$ cat config.mk
export PLATFORM = sky130hd
export DESIGN_NAME = decode_ibuf_flat
export DESIGN_NICKNAME = d
export VERILOG_FILES = /design/src/rtl/decode_ibuf_if.sv /design/src/rtl/decode_ibuf.sv /design/src/flat_wrapper.sv
export SDC_FILE = /design/constraint.sdc
export NUM_CORES = 1
export LEC_CHECK = 0
export CAP_MARGIN = 20
export CORE_ASPECT_RATIO = 0.6
export CORE_MARGIN = 4
export CORE_UTILIZATION = 40
export DETAILED_ROUTE_END_ITERATION = 12
export SLEW_MARGIN = 20
export SYNTH_ARGS = -nofsm -noshare
export SYNTH_HDL_FRONTEND = slang
export SYNTH_SLANG_ARGS = --single-unit
export TNS_END_PERCENT = 1
$ cat constraint.sdc
create_clock -name clk -period 22.4 [get_ports clk]
set_input_delay 4.48 -clock clk [delete_from_list [all_inputs] [get_ports clk]]
set_output_delay 4.48 -clock clk [all_outputs]
set_load 0.01 [all_outputs]
$ cat src/rtl/decode_ibuf_if.sv
// decode_ibuf_if: fetch-side and issue-side handshake bundle for decode_ibuf.
//   master : driven by the environment (fetch, execute, redirect logic)
//   slave  : the instruction buffer itself
//   i_flush          redirect, discards queued and pending state
//   i_valid/o_ready  fetch handshake carrying i_pc/i_instr
//   o_valid/i_ready  issue handshake carrying head o_pc/o_instr
//   o_rs_no/o_rt_no/o_rd_no  register numbers decoded from the head
//   o_lu_stall       head held by a load-use hazard
//   o_level          queued entry count
interface decode_ibuf_if #(
    parameter int DEPTH_LOG2  = 2,
    parameter int ADDR_WIDTH  = 32,
    parameter int INSTR_WIDTH = 32
);
    logic                   i_flush;
    logic                   i_valid;
    logic                   o_ready;
    logic [ADDR_WIDTH-1:0]  i_pc;
    logic [INSTR_WIDTH-1:0] i_instr;
    logic                   o_valid;
    logic                   i_ready;
    logic [ADDR_WIDTH-1:0]  o_pc;
    logic [INSTR_WIDTH-1:0] o_instr;
    logic [4:0]             o_rs_no;
    logic [4:0]             o_rt_no;
    logic [4:0]             o_rd_no;
    logic                   o_lu_stall;
    logic [DEPTH_LOG2:0]    o_level;

    modport master (
        output i_flush, i_valid, i_pc, i_instr, i_ready,
        input  o_ready, o_valid, o_pc, o_instr, o_rs_no, o_rt_no, o_rd_no,
               o_lu_stall, o_level
    );
    modport slave (
        input  i_flush, i_valid, i_pc, i_instr, i_ready,
        output o_ready, o_valid, o_pc, o_instr, o_rs_no, o_rt_no, o_rd_no,
               o_lu_stall, o_level
    );
endinterface

$ cat src/rtl/decode_ibuf.sv
// decode_ibuf: instruction queue between fetch and decode with first-word
// fall-through, register-number extraction from the head, and a load-use hold.
//   clk   core clock
//   nrst  asynchronous active-low reset
//   bus   decode_ibuf_if.slave (fetch handshake in, issue handshake out)
module decode_ibuf #(
    parameter int DEPTH_LOG2  = 2,
    parameter int ADDR_WIDTH  = 32,
    parameter int INSTR_WIDTH = 32,
    parameter int LU_CYCLES   = 1
) (
    input  logic          clk,
    input  logic          nrst,
    decode_ibuf_if.slave  bus
);
    localparam int DEPTH = 1 << DEPTH_LOG2;
    localparam logic [DEPTH_LOG2:0] FULL_LVL = (DEPTH_LOG2 + 1)'(DEPTH);

    logic [ADDR_WIDTH+INSTR_WIDTH-1:0] mem [DEPTH];
    logic [DEPTH_LOG2-1:0]  rd_ptr, wr_ptr;
    logic [DEPTH_LOG2:0]    level;
    logic                   empty, full, push, pop, valid, ready, stall, is_load;
    logic [ADDR_WIDTH-1:0]  head_pc;
    logic [INSTR_WIDTH-1:0] head_instr, instr;
    logic [5:0]             op, funct;
    logic [4:0]             rs_f, rt_f, rd_f, rs_no, rt_no, rd_no;
    logic                   lu_busy;
    logic [4:0]             lu_reg;
    logic [1:0]             lu_cnt;

    assign empty = (level == '0);
    assign full  = (level == FULL_LVL);

    // Head reads as NOP while empty so decode never sees stale storage.
    assign {head_pc, head_instr} = mem[rd_ptr];
    assign instr = empty ? '0 : head_instr;
    assign op    = instr[31:26];
    assign rs_f  = instr[25:21];
    assign rt_f  = instr[20:16];
    assign rd_f  = instr[15:11];
    assign funct = instr[5:0];

    always_comb begin
        rs_no = rs_f;
        rt_no = rt_f;
        rd_no = rd_f;
        case (op)
            6'h00: begin
                if (funct == 6'h08 || funct == 6'h09) rt_no = '0;
                case (funct)
                    6'h08, 6'h11, 6'h13, 6'h18, 6'h19, 6'h1a, 6'h1b: rd_no = '0;
                    default: rd_no = rd_f;
                endcase
            end
            6'h01: rd_no = (rt_f == 5'h10 || rt_f == 5'h11) ? 5'd31 : 5'd0;
            6'h02: begin rs_no = '0; rd_no = '0; end
            6'h03: begin rs_no = '0; rd_no = 5'd31; end
            6'h04, 6'h05, 6'h06, 6'h07: rd_no = '0;
            6'h08, 6'h09, 6'h0a, 6'h0b, 6'h0c, 6'h0d, 6'h0e: rd_no = rt_f;
            6'h0f: begin rs_no = '0; rd_no = rt_f; end
            6'h10: rs_no = '0;
            6'h20, 6'h21, 6'h22, 6'h23, 6'h24, 6'h25, 6'h26: rd_no = rt_f;
            6'h28, 6'h29, 6'h2a, 6'h2b, 6'h2c, 6'h2d, 6'h2e: rd_no = '0;
            default: rd_no = rd_f;
        endcase
    end

    assign is_load = (op >= 6'h20) && (op <= 6'h25);
    assign stall   = !empty && lu_busy && (lu_reg != '0) &&
                     (rs_no == lu_reg || rt_no == lu_reg);
    assign valid   = !empty && !stall;
    // Full queue still accepts when the head leaves in the same cycle.
    assign ready   = !full || (valid && bus.i_ready);
    // A redirect cancels both handshakes of its cycle.
    assign push    = bus.i_valid && ready && !bus.i_flush;
    assign pop     = valid && bus.i_ready && !bus.i_flush;

    assign bus.o_ready    = ready;
    assign bus.o_valid    = valid;
    assign bus.o_pc       = empty ? '0 : head_pc;
    assign bus.o_instr    = instr;
    assign bus.o_rs_no    = rs_no;
    assign bus.o_rt_no    = rt_no;
    assign bus.o_rd_no    = rd_no;
    assign bus.o_lu_stall = stall;
    assign bus.o_level    = level;

    always_ff @(posedge clk) begin
        if (push) mem[wr_ptr] <= {bus.i_pc, bus.i_instr};
    end

    always_ff @(posedge clk or negedge nrst) begin
        if (!nrst) begin
            rd_ptr  <= '0;
            wr_ptr  <= '0;
            level   <= '0;
            lu_busy <= 1'b0;
            lu_reg  <= '0;
            lu_cnt  <= '0;
        end else if (bus.i_flush) begin
            rd_ptr  <= '0;
            wr_ptr  <= '0;
            level   <= '0;
            lu_busy <= 1'b0;
            lu_reg  <= '0;
            lu_cnt  <= '0;
        end else begin
            if (push) wr_ptr <= wr_ptr + 1'b1;
            if (pop)  rd_ptr <= rd_ptr + 1'b1;
            case ({push, pop})
                2'b10:   level <= level + 1'b1;
                2'b01:   level <= level - 1'b1;
                default: level <= level;
            endcase
            // Issued load with a real destination opens the busy window;
            // otherwise the window counts down and closes at zero.
            if (pop && is_load && rd_no != '0) begin
                lu_busy <= 1'b1;
                lu_reg  <= rd_no;
                lu_cnt  <= 2'(LU_CYCLES);
            end else if (lu_busy) begin
                lu_cnt <= lu_cnt - 1'b1;
                if (lu_cnt == 2'd1) lu_busy <= 1'b0;
            end
        end
    end
endmodule

$ cat src/flat_wrapper.sv
// flat-port wrapper written by rule: the top's interface ports become plain ports
module decode_ibuf_flat 
#(
    parameter int DEPTH_LOG2  = 2,
    parameter int ADDR_WIDTH  = 32,
    parameter int INSTR_WIDTH = 32,
    parameter int LU_CYCLES   = 1
)
  (clk, nrst, bus_i_flush, bus_i_valid, bus_i_pc, bus_i_instr, bus_i_ready, bus_o_ready, bus_o_valid, bus_o_pc, bus_o_instr, bus_o_rs_no, bus_o_rt_no, bus_o_rd_no, bus_o_lu_stall, bus_o_level);
  decode_ibuf_if #(.DEPTH_LOG2(DEPTH_LOG2), .ADDR_WIDTH(ADDR_WIDTH), .INSTR_WIDTH(INSTR_WIDTH)) bus_i ();
  input  logic clk;
  input  logic nrst;
  input wire logic [$bits(bus_i.i_flush)-1:0] bus_i_flush;
  input wire logic [$bits(bus_i.i_valid)-1:0] bus_i_valid;
  input wire logic [$bits(bus_i.i_pc)-1:0] bus_i_pc;
  input wire logic [$bits(bus_i.i_instr)-1:0] bus_i_instr;
  input wire logic [$bits(bus_i.i_ready)-1:0] bus_i_ready;
  output wire logic [$bits(bus_i.o_ready)-1:0] bus_o_ready;
  output wire logic [$bits(bus_i.o_valid)-1:0] bus_o_valid;
  output wire logic [$bits(bus_i.o_pc)-1:0] bus_o_pc;
  output wire logic [$bits(bus_i.o_instr)-1:0] bus_o_instr;
  output wire logic [$bits(bus_i.o_rs_no)-1:0] bus_o_rs_no;
  output wire logic [$bits(bus_i.o_rt_no)-1:0] bus_o_rt_no;
  output wire logic [$bits(bus_i.o_rd_no)-1:0] bus_o_rd_no;
  output wire logic [$bits(bus_i.o_lu_stall)-1:0] bus_o_lu_stall;
  output wire logic [$bits(bus_i.o_level)-1:0] bus_o_level;
  assign bus_i.i_flush = bus_i_flush;
  assign bus_i.i_valid = bus_i_valid;
  assign bus_i.i_pc = bus_i_pc;
  assign bus_i.i_instr = bus_i_instr;
  assign bus_i.i_ready = bus_i_ready;
  assign bus_o_ready = bus_i.o_ready;
  assign bus_o_valid = bus_i.o_valid;
  assign bus_o_pc = bus_i.o_pc;
  assign bus_o_instr = bus_i.o_instr;
  assign bus_o_rs_no = bus_i.o_rs_no;
  assign bus_o_rt_no = bus_i.o_rt_no;
  assign bus_o_rd_no = bus_i.o_rd_no;
  assign bus_o_lu_stall = bus_i.o_lu_stall;
  assign bus_o_level = bus_i.o_level;
  decode_ibuf #(.DEPTH_LOG2(DEPTH_LOG2), .ADDR_WIDTH(ADDR_WIDTH), .INSTR_WIDTH(INSTR_WIDTH), .LU_CYCLES(LU_CYCLES)) u_core (.clk(clk), .nrst(nrst), .bus(bus_i));
endmodule
Word level (Yosys, flattened, before mapping)
Memories as Yosys holds them, arrays and structs flattened.
Index checks and enable logic that the tools add are counted.
Widths: inputs -> output; s select.
- add/subtract/negate cells: 5
- multiply operators: 0
- div/mod/pow operators: 0
- magnitude comparators: 2
- eq/ne operators: 46
- shift-type cells: 0
- mux-type cells: 25
- bitwise gates (word level): 0
- reductions and logical operators: 32
- operator list (cell ; count):
    $eq 6x6->1 const B ; 14
    $mux 32 ; 2
    $eq 6x4->1 const B ; 10
    $eq 6x5->1 const B ; 7
    $mux 5 ; 7
    $pmux 5 s5 ; 1
    $eq 6x3->1 const B ; 4
    $reduce_or 15->1 ; 1
    $mux 2 ; 7
    $eq 6x2->1 const B ; 2
    $reduce_or 12->1 ; 1
    $logic_and 1x1->1 ; 11
    $eq 5x5->1 ; 2
    $eq 5x5->1 const B ; 2
    $reduce_bool 5->1 ; 2
    $reduce_or 7->1 ; 1
    $eq 6x1->1 const B ; 1
    $ge 6x6->1 const B ; 1
    $le 6x6->1 const B ; 1
    $logic_not 6->1 ; 1
    $mux 1 ; 6
    $pmux 3 s2 ; 1
    $reduce_bool 2->1 ; 3
    $reduce_bool 3->1 ; 2
    other kinds (12) ; 20
- register bits after elaboration: 15
- latch bits: 0
- RAM bits: 256
- ROM bits: 0
- input port bits: 69
- output and inout bits: 85
- word-level logic and storage cells: 117
- memories kept: 1
- memories (name ; depth ; bits a word ; read ports ; clocked after Yosys merged registers in ; wr ports ; RTL line ; RTL):
    u_core.mem ; 4 ; 64 ; 1 ; 0 ; 1 ; decode_ibuf.sv:19 ; logic [ADDR_WIDTH+INSTR_WIDTH-1:0] mem [DEPTH];

Depth between registers and ports, before layout
Gate-level depths: netlist of run 1.
- word-level depth: 18
- gate-level depth with buffers: 15

Least setup slack after synthesis of run 1
Ideal clock, no wire load.
- path type: input to register
- start: input bus_i_ready
- end: memory u_core.mem[0][0] in the netlist's numbering, enable pin
- setup time: 0.578 ns
- data arrival time: 9.817 ns
- required time: 21.822 ns
- path slack: 12.005 ns
- cell stages on the path: 5
- path buffers: 0
- cells stage by stage: and2_1 o31ai_2 nor2_2 o21ai_0 nor3b_1
- cells in the longest elaborated chain, start to end: 6
- ends and longest elaborated chain (what ; RTL line ; RTL):
    start, declared ; flat_wrapper.sv:17 ; input wire logic [$bits(bus_i.i_ready)-1:0] bus_i_ready;
    $logic_and 1x1->1 ; decode_ibuf.sv:73 ; assign ready = !full || (valid && bus.i_ready);
    $logic_or 1x1->1 ; decode_ibuf.sv:73 ;
    $logic_and 1x1->1 (2 in a row) ; decode_ibuf.sv:75 ; assign push = bus.i_valid && ready && !bus.i_flush;
    $mux 1 ; decode_ibuf.sv:89 ; if (push) mem[wr_ptr] <= {bus.i_pc, bus.i_instr};
    $mux 1 (implied by the code) ; decode_ibuf.sv:89 ;
    end, declared ; decode_ibuf.sv:19 ;
Every way passes these cells.

Worst setup path in the final report of run 1
- start: input bus_i_ready
- end: output bus_o_ready
- cells in the longest elaborated chain, start to end: 2
- ends and longest elaborated chain (what ; RTL line ; RTL):
    $logic_and 1x1->1 ; decode_ibuf.sv:73 ;
    $logic_or 1x1->1 ; decode_ibuf.sv:73 ;
    end, declared ; flat_wrapper.sv:18 ; output wire logic [$bits(bus_i.o_ready)-1:0] bus_o_ready;
Every way passes these cells.

==> summary.log, run 1 <==
INFO  power          pwr_density_cell=96.1nW/µm²
INFO  placed_design  post-place-ws=11.82ns
INFO  cells_and_area flow.area_growth_from_synthesis=25.2%
INFO  power          irDropWorstVdd=0.0758mV
INFO  sta            setup_tns=0ns
INFO  clocking       clock_insertion_delay_worst_skew=0.52ns
INFO  hold_path      worst_hold_path.num_cells=2
INFO  sta            fmaxAchievable=94.5MHz
INFO  placed_design  place.detailed.hpwl=15.8mm
INFO  sta            post-route-worst-setup-slack=11.81ns
INFO  die            dieArea=30700µm²
INFO  yosys          synth_flop_cell=edfxtp_1
INFO  power          total_leakage_power=4.46nW
INFO  clocking       post_cts.repair.setup_buffers=0
INFO  die            core=27500µm²
INFO  grt            first_global_vias=6342
INFO  placed_design  placed_cell_area=13100µm²
INFO  sta            finalHoldViolations=0
INFO  hold_path      worst_hold_path_type=reg -> reg
INFO  worst_setup_path crit_fanout=5
INFO  power          internal_power=992µW
INFO  grt            grt.overflow.total=0
INFO  worst_setup_path worst_r2r_path_depth=10
INFO  die            placement_rows=47
INFO  sta            timing.max_slew.rel_slack=25.1%
INFO  clocking       cts.clk_slew.worst_paths=0.06ns
INFO  worst_setup_path timing.setup.critical_path_class=in -> out
INFO  routing        finalWirelength=25.1mm
INFO  clocking       clock_buffer_depth=3
INFO  yosys          synthCells=589
INFO  cells_and_area nets=831
INFO  routing        drt_drc_violations_left=0
INFO  worst_setup_path timing.critical_path.required=17.92ns
INFO  cells_and_area final_cells=1140
INFO  die            pin_count=154
INFO  clocking       cts_tree=done
INFO  die            initial_utilization=40.6%
INFO  cells_and_area largest_register_ffs=256
INFO  routing        route.antenna.remaining_nets=0
INFO  power          clock_power_share=31.3%
INFO  power          netSwitchingFraction=26.1%
INFO  hold_path      min_delay_worst_endpoint=u_core.lu_cnt[0]
INFO  cells_and_area n_antenna_cell=0
INFO  routing        drt_iter0_drc=412
INFO  worst_setup_path critical_path.endpoint_type=output port
INFO  sta            layout_min_cycle_time=10.59ns
INFO  yosys          syn_avg_cell_area=19.0µm²
INFO  routing        dr_total_vias=6132
INFO  grt            grt_first_pass_wirelength=37.9mm
INFO  clocking       clock-root-buffer=clkbuf_16
INFO  yosys          netlist-cell-type-count=65
INFO  placed_design  place_inst=1095
INFO  sta            report.final.slew_viol_count=0
INFO  worst_setup_path crit_arrival=6.11ns
INFO  yosys          postSynth.asyncResetShare=5.54%
INFO  sta            timing.final.crit_share=47.3%
INFO  cells_and_area layout-drive-gt1-share=17.1%
INFO  clocking       htree_levels=1
INFO  yosys          ys_seq_area_share=72.2%
INFO  worst_setup_path r2r_end=u_core.mem[3][3]
INFO  cells_and_area num-fill-cells=2216
INFO  grt            grt_antenna_before_repair=2
INFO  power          pwr-share-comb=24.4%
INFO  worst_setup_path rr_startpoint=u_core.rd_ptr[0]
INFO  sta            final_skew=0.00795ns
INFO  worst_setup_path r2r_slack=16.64ns
INFO  cells_and_area register_area=8070µm²
INFO  yosys          synth_edf_count=256
INFO  routing        firstDrtPassIters=5
INFO  sta            tightest_slew=1.11ns
INFO  cells_and_area multiInputGateArea=2980µm²
INFO  clocking       cts-hold-fix-buffers=0
INFO  die            die-width=224µm
INFO  clocking       cts_made_buffers=26
INFO  placed_design  routabilityCongestion=0.903
INFO  grt            largest_net_degree_at_the_start_of_global_routing=66
INFO  yosys          syn-cell-area=11200µm²
INFO  worst_setup_path timing.critical_path.from_type=primary input
INFO  sta            final-setup-viol-count=0
INFO  placed_design  port_buffers=153
INFO  hold_path      hold_path_startpoint=u_core.lu_cnt[0]
INFO  grt            grtUsageTotal=16.2%
INFO  power          power_share_of_the_sequential_group=44.3%
INFO  job            drv.max_cap_violation_count=0
INFO  power          p_switching=351µW
INFO  clocking       clock-sinks=271
INFO  clocking       cts_repair_resize_count=0
INFO  status         outcome=complete, no violations
INFO  sta            rsz0062_at_grt=false
INFO  cells_and_area stdcell_area=14000µm²
INFO  yosys          yosys_warnings=0
INFO  yosys          yosys_register_bits=271
INFO  routing        routed_wire_length_per_instance=22.0µm
INFO  die            die_height=137µm
INFO  routing        vias_per_cell=5.38
INFO  yosys          syn_nets=664
synthesized netlist by cell type (2+ instances only):
library cell	number	area share, %
edfxtp_1	256	69
and2_1	65	3.6
mux4_2	64	13
nor2_1	16	0.54
dfrtp_1	15	3.4
clkbuf_1	14	0.47
inv_1	13	0.44
nand2_1	12	0.40
o21ai_0	12	0.54
nor3_1	9	0.40
a21oi_1	6	0.27
nand2b_1	6	0.34
ha_1	5	0.56
nor3b_1	5	0.34
a221o_1	4	0.36
a31oi_1	4	0.22
buf_1	4	0.13
nand3_1	4	0.18
or3_1	4	0.22
xnor2_1	4	0.31
and3_1	3	0.17
buf_2	3	0.13
mux2i_1	3	0.27
nor2b_1	3	0.17
o2bb2ai_1	3	0.24
or4_1	3	0.20
buf_4	2	0.13
nand3b_1	2	0.13
nor2_2	2	0.11
nor4_1	2	0.11
o211ai_1	2	0.13
o21a_1	2	0.13
o31a_1	2	0.16
o31ai_1	2	0.13
or4_4	2	0.20
xor2_1	2	0.16
cell usage in the layout (no fill, tap or decap), types with 3 or more instances in the layout:
cell	netlist	final
mux2i_1	3	3
inv_1	13	13
nand2_1	12	12
clkinv_2	0	3
nor2b_1	3	3
o21ai_0	12	12
xnor2_1	4	4
nor3_1	9	9
buf_4	2	10
or4_1	3	3
clkbuf_1	14	7
a31oi_1	4	4
edfxtp_1	256	256
clkdlybuf4s50_1	0	153
o2bb2ai_1	3	3
nand3_1	4	4
and3_1	3	3
mux4_2	64	64
or3_1	4	3
clkinv_1	0	4
a221o_1	4	4
nor2_1	16	16
ha_1	5	5
clkbuf_16	0	27
and2_1	65	65
nand2b_1	6	6
a21oi_1	6	6
dfrtp_1	15	13
power by group through the flow:
stage / Sequential [mW] / Combinational, mW / Clock, mW
after floorplan: 0.595 / 0.183 / 0
final: 0.595 / 0.327 / 0.420
after detailed placement: 0.608 / 0.331 / 0
after global routing: 0.599 / 0.353 / 0.455
after global placement: 0.606 / 0.328 / 0
after CTS: 0.597 / 0.333 / 0.433
worst max-delay path by stage:
stage,to,startpoint,cells after the start
finish,bus_o_ready,bus_i_ready,6
global route,bus_o_ready,bus_i_ready,6
CTS,bus_o_ready,bus_i_ready,6
detailed placement,bus_o_ready,bus_i_ready,6
global placement,bus_o_ready,bus_i_ready,6
floorplan,u_core.mem[0][0],bus_i_ready,5
worst max-delay path, cell delays in order:
cell and delay (ns):
clkdlybuf4s50_1 0.45, and2_1 0.15, o31a_1 0.29, nand2_4 0.10, nand3_1 0.09, clkdlybuf4s50_1 0.54
cell type report:
type / count / share of cell area [%]
inverter: 13 / 0.349
tap: 367 / 3.29
timing repair buffer: 163 / 11.5
clock buffer: 35 / 5.12
sequential: 271 / 57.7
clock inverter: 10 / 0.707
multi-input combinational: 281 / 21.3
cells by family (layout without fill, tap and decap cells):
logic type      Yosys count  in the layout  synth area share, %
simple gates            146            146                 7.99
flops                   271            271                 72.2
buf+inv                  37            221                 1.41
compound gates           55             55                 3.84
fa+ha+maj                 6              6                0.740
xor+xnor                  6              6                0.471
mux                      68             68                 13.3
per-stage QoR:
stage	power [mW]	utilization, %	hold WS [ns]
finish	1.34	50.8	0.626
detailed placement	0.938	47.8	0.605
floorplan	0.777	-	0.538
global placement	0.934	47.8	0.569
global route	1.41	50.8	0.651
CTS	1.36	50.7	0.623
routing by layer:
| layer | track usage, % | vias up | part of all wire [%] | wire length (µm) |
|---|---|---|---|---|
| li1 | - | 2713 | - | - |
| met1 | 23.2 | 3182 | 45 | 11400 |
| met2 | 25.3 | 199 | 46 | 11600 |
| met3 | 4.75 | 34 | 6.9 | 1730 |
| met4 | 3.08 | 4 | 1.5 | 386 |
| met5 | 0 | - | 0.14 | 34 |
Note: power is estimated with default switching activity, not from simulation.
==> run 2: changes to the inputs <==
- clock period: 22.4 -> 10.8 ns (I/O delays scaled with it)
==> summary.log, run 2 (same netlist as run 1, synthesis figures left out) <==
INFO  clocking       cts_made_buffers=26
INFO  worst_setup_path critPathLaunch=u_core.rd_ptr[0]
INFO  grt            grt_antenna_before_repair=2
INFO  die            pin_count=154
INFO  grt            first_global_vias=6376
INFO  worst_setup_path crit_arrival=4.95ns
INFO  die            placement_rows=47
INFO  hold_path      worst_hold_path.num_cells=2
INFO  cells_and_area layout-drive-gt1-share=17.4%
INFO  placed_design  post-place-ws=4.22ns
INFO  worst_setup_path worst_r2r_path_depth=10
INFO  clocking       clock_buffer_depth=3
INFO  routing        drt_drc_violations_left=0
INFO  sta            final-setup-viol-count=0
INFO  routing        routed_wire_length_per_instance=22.8µm
INFO  worst_setup_path critical_path.endpoint_type=output port
INFO  hold_path      min_delay_worst_endpoint=u_core.lu_cnt[0]
INFO  worst_setup_path r2r_end=u_core.mem[3][43]
INFO  cells_and_area most-common-layout-cells=edfxtp_1, clkdlybuf4s50_1, and2_1, mux4_2, clkbuf_16
INFO  grt            largest_net_degree_at_the_start_of_global_routing=68
INFO  routing        drt_iter0_drc=517
INFO  die            initial_utilization=40.6%
INFO  status         outcome=complete, no violations
INFO  cells_and_area postLayoutCoreUtil=50.7%
INFO  clocking       cts_tree=done
INFO  clocking       cts.clk_slew.worst_paths=0.06ns
INFO  worst_setup_path crit_fanout=34
INFO  routing        finalWirelength=26.0mm
INFO  sta            finalHoldViolations=0
INFO  worst_setup_path worst_path_largest_cell_delay=0.89ns
INFO  sta            final_skew=0.00890ns
INFO  power          pwr_density_cell=200nW/µm²
INFO  worst_setup_path r2r_slack=5.42ns
INFO  worst_setup_path timing.critical_path.required=8.64ns
INFO  clocking       clock-root-buffer=clkbuf_16
INFO  sta            rsz0062_at_grt=false
INFO  grt            grt_first_pass_wirelength=38.3mm
INFO  cells_and_area final_cells=1141
INFO  worst_setup_path timing.setup.critical_path_class=reg -> out
INFO  worst_setup_path cp_top_family=buffers and inverters
INFO  clocking       cts_repair_resize_count=0
INFO  placed_design  routabilityCongestion=0.885
INFO  grt            grt.overflow.total=0
INFO  worst_setup_path crit_buf_inv=2
INFO  sta            timing.max_slew.rel_slack=31.3%
INFO  cells_and_area final_common_cell=edfxtp_1
INFO  placed_design  place_inst=1093
INFO  clocking       htree_levels=1
INFO  routing        dr_total_vias=6166
INFO  clocking       post_cts.repair.setup_buffers=0
INFO  clocking       clock_insertion_delay_worst_skew=0.53ns
INFO  worst_setup_path timing.critical_path.from_type=flip-flop
INFO  worst_setup_path timing.critical_path.slowest_stage_cell=dfrtp_4
INFO  clocking       clock-sinks=271
INFO  cells_and_area nets=829
INFO  sta            post-route-worst-setup-slack=3.69ns
INFO  grt            grtUsageTotal=16.6%
INFO  routing        firstDrtPassIters=5
INFO  sta            tightest_slew=1.03ns
INFO  sta            layout_min_cycle_time=7.11ns
INFO  power          irDropWorstVdd=0.107mV
INFO  cells_and_area largest_register_ffs=256
INFO  placed_design  place.detailed.hpwl=16.4mm
INFO  die            core=27500µm²
INFO  placed_design  port_buffers=153
INFO  routing        vias_per_cell=5.40
INFO  sta            report.final.slew_viol_count=0
INFO  die            dieArea=30700µm²
INFO  job            drv.max_cap_violation_count=0
INFO  die            die-width=224µm
INFO  sta            setup_tns=0ns
INFO  sta            timing.final.crit_share=65.8%
INFO  worst_setup_path timing.critical_path.cells=buf_4 -> mux4_2 -> a222oi_1 -> a31o_1 -> o2111ai_2 -> or4_4 -> o31ai_1 -> clkdlybuf4s50_1
INFO  sta            fmaxAchievable=141MHz
INFO  cells_and_area flow.area_growth_from_synthesis=25.0%
INFO  power          total_leakage_power=4.44nW
INFO  routing        route.antenna.remaining_nets=0
INFO  clocking       cts-hold-fix-buffers=0
INFO  hold_path      worst_hold_path_type=reg -> reg
INFO  die            die_height=137µm
INFO  cells_and_area num-fill-cells=2301
INFO  hold_path      hold_path_startpoint=u_core.lu_cnt[0]
INFO  worst_setup_path rr_startpoint=u_core.rd_ptr[0]
run 2: cell type report:
class                   count  area (µm²)  share of cell area [%]
repair buffers            161        1590                    11.4
multi-input cells         281        2960                    21.2
inverters                  13        48.8                   0.350
clock buffers              32         694                    4.98
flip-flops and latches    271        8070                    57.8
well taps                 367         459                    3.29
clock inverters            13         121                   0.870
diodes                      3        7.51                  0.0538
run 2: routing by layer:
metal / vias to the layer above / global-route usage (%) / share of wire (%)
met5: - / 0 / 0.10
met3: 38 / 4.98 / 7.1
met2: 209 / 25.5 / 46
met1: 3201 / 23.6 / 45
li1: 2714 / - / -
met4: 4 / 3.66 / 1.7
run 2: worst max path at each step:
stage               depth (start not counted)  slack, ns          endpoint
finish                                      8       3.69    bus_o_lu_stall
global route                                8       3.46    bus_o_lu_stall
CTS                                         8       3.63    bus_o_lu_stall
detailed placement                          8       4.22    bus_o_lu_stall
global placement                            8       4.24    bus_o_lu_stall
floorplan                                   5       2.73  u_core.mem[0][0]
run 2: worst register-to-register path: cells and delay by family (launching register included):
family | cells | cell delay (ns)
compound gates | 4 | 1.71
buf+inv | 2 | 1.13
flops | 1 | 0.89
mux | 1 | 0.67
simple gates | 3 | 0.49
run 2: through the flow:
| stage | instance area, µm² | hold slack, ns | total power, mW |
|---|---|---|---|
| final | 14000 | 0.597 | 2.79 |
| after CTS | 13900 | 0.599 | 2.83 |
| after floorplan | 11200 | 0.538 | 1.61 |
| after detailed placement | 13100 | 0.588 | 1.95 |
| after global routing | 13900 | 0.636 | 2.91 |
| after global placement | 13100 | 0.556 | 1.94 |
run 2: report_power, final:
part	internal (mW)	switching [mW]
registers	1.20	0.0352
clock network	0.503	0.368
logic	0.352	0.336
==> run 3: changes to the inputs <==
- clock period: 10.8 -> 6.3 ns (I/O delays scaled with it)
==> summary.log, run 3 (same netlist as run 1, synthesis figures left out) <==
INFO  sta            setup_tns=0ns
INFO  die            initial_utilization=40.6%
INFO  grt            largest_net_degree_at_the_start_of_global_routing=65
INFO  clocking       clock-root-buffer=clkbuf_16
INFO  clocking       clock-sinks=271
INFO  routing        firstDrtPassIters=5
INFO  placed_design  post-place-ws=1.18ns
INFO  placed_design  place.detailed.hpwl=16.6mm
INFO  clocking       clock_insertion_delay_worst_skew=0.53ns
INFO  grt            grt.overflow.total=0
INFO  power          total_leakage_power=4.45nW
INFO  sta            layout_min_cycle_time=5.72ns
INFO  routing        route.antenna.remaining_nets=0
INFO  routing        drt_drc_violations_left=0
INFO  status         outcome=complete, no violations
INFO  grt            grt_antenna_before_repair=3
INFO  routing        drt_iter0_drc=706
INFO  clocking       cts.clk_slew.worst_paths=0.07ns
INFO  routing        finalWirelength=25.8mm
INFO  sta            finalHoldViolations=0
INFO  clocking       cts_made_buffers=25
INFO  worst_setup_path timing.critical_path.from_type=flip-flop
INFO  worst_setup_path crit_fanout=43
INFO  cells_and_area postLayoutCoreUtil=50.9%
INFO  sta            post-route-worst-setup-slack=0.578ns
INFO  grt            first_global_vias=6326
INFO  sta            rsz0062_at_grt=false
INFO  cells_and_area flow.area_growth_from_synthesis=25.4%
INFO  worst_setup_path critical_path.endpoint_type=output port
INFO  sta            tightest_slew=1.05ns
INFO  cells_and_area stdcell_area=14000µm²
INFO  cells_and_area final_common_cell=edfxtp_1
INFO  clocking       htree_levels=1
INFO  sta            final-setup-viol-count=0
INFO  die            die-width=224µm
INFO  die            placement_rows=47
INFO  cells_and_area layout-drive-gt1-share=17.6%
INFO  worst_setup_path crit_arrival=4.46ns
INFO  sta            timing.final.crit_share=90.8%
INFO  die            dieArea=30700µm²
INFO  cells_and_area final_cells=1138
INFO  clocking       cts-hold-fix-buffers=0
INFO  sta            final_skew=0.0203ns
INFO  clocking       clock_buffer_depth=3
INFO  power          totalPowerFinal=4.76mW
INFO  cells_and_area most-common-layout-cells=edfxtp_1, clkdlybuf4s50_1, and2_1, mux4_2, clkbuf_16
INFO  hold_path      worst_hold_path_type=reg -> reg
INFO  sta            fmaxAchievable=175MHz
INFO  clocking       cts_repair_resize_count=0
INFO  worst_setup_path timing.critical_path.required=5.04ns
INFO  cells_and_area nets=830
INFO  power          pwr_density_cell=340nW/µm²
INFO  cells_and_area n_antenna_cell=0
INFO  die            die_height=137µm
INFO  clocking       cts_tree=done
INFO  routing        vias_per_cell=5.41
INFO  routing        dr_total_vias=6162
INFO  placed_design  placed_cell_area=13200µm²
INFO  grt            grtUsageTotal=16.6%
INFO  placed_design  routabilityCongestion=0.942
INFO  routing        routed_wire_length_per_instance=22.7µm
INFO  sta            report.final.slew_viol_count=0
INFO  job            drv.max_cap_violation_count=0
INFO  die            pin_count=154
INFO  cells_and_area largest_register_ffs=256
INFO  clocking       post_cts.repair.setup_buffers=0
INFO  worst_setup_path timing.setup.critical_path_class=reg -> out
INFO  sta            timing.max_slew.rel_slack=29.7%
INFO  placed_design  place_inst=1095
INFO  die            core=27500µm²
INFO  sta            holdWs=0.607ns
INFO  grt            grt_first_pass_wirelength=38.5mm
INFO  placed_design  port_buffers=153
INFO  power          irDropWorstVdd=0.175mV
[run 3: final timing paths]
kind | from | end | slack (ns) | cells past startpoint
setup / recovery | u_core.rd_ptr[1] | bus_o_lu_stall | 0.58 | 7
hold / removal | u_core.lu_cnt[0] | u_core.lu_cnt[0] | 0.61 | 2
setup reg to reg | u_core.rd_ptr[0] | u_core.mem[1][27] | 1.59 | 10
hold reg to reg | u_core.lu_cnt[0] | u_core.lu_cnt[0] | 0.61 | 2
max in group asynchronous | nrst | u_core.rd_ptr[1] | 4.60 | 1
min in group asynchronous | nrst | u_core.bus.o_level[0] | 1.17 | 1
[run 3: area by class of cell]
class	count	area [µm²]
clock inverter	17	170
clock buffer	26	629
tap	367	459
timing repair buffer	163	1660
multi-input combinational	281	2960
inverter	13	48.8
fill	2261	13500
sequential	271	8070
[run 3: per-layer routing]
layer / share of wire [%] / GRT usage [%] / wire, µm
met1: 44 / 24.0 / 11200
met4: 1.7 / 3.08 / 440
met5: 0.16 / 0 / 41
met3: 8.0 / 4.54 / 2060
met2: 47 / 26.0 / 12000
[run 3: worst max-delay path, cell delays in order, from the launching register on]
cell and delay (ns):
dfrtp_4 0.87, mux4_2 0.51, o41ai_2 0.73, a31oi_1 0.25
xor2_1 0.25, or4_4 0.57, o31ai_1 0.12, clkdlybuf4s50_1 0.60
[run 3: report_power, final]
group | switching, mW | leakage, nW | total [mW] | internal (mW)
Sequential | 0.0477 | 2.53 | 2.10 | 2.05
Clock | 0.620 | 0.383 | 1.47 | 0.848
Combinational | 0.584 | 1.54 | 1.19 | 0.610
Total | 1.25 | 4.45 | 4.76 | 3.51
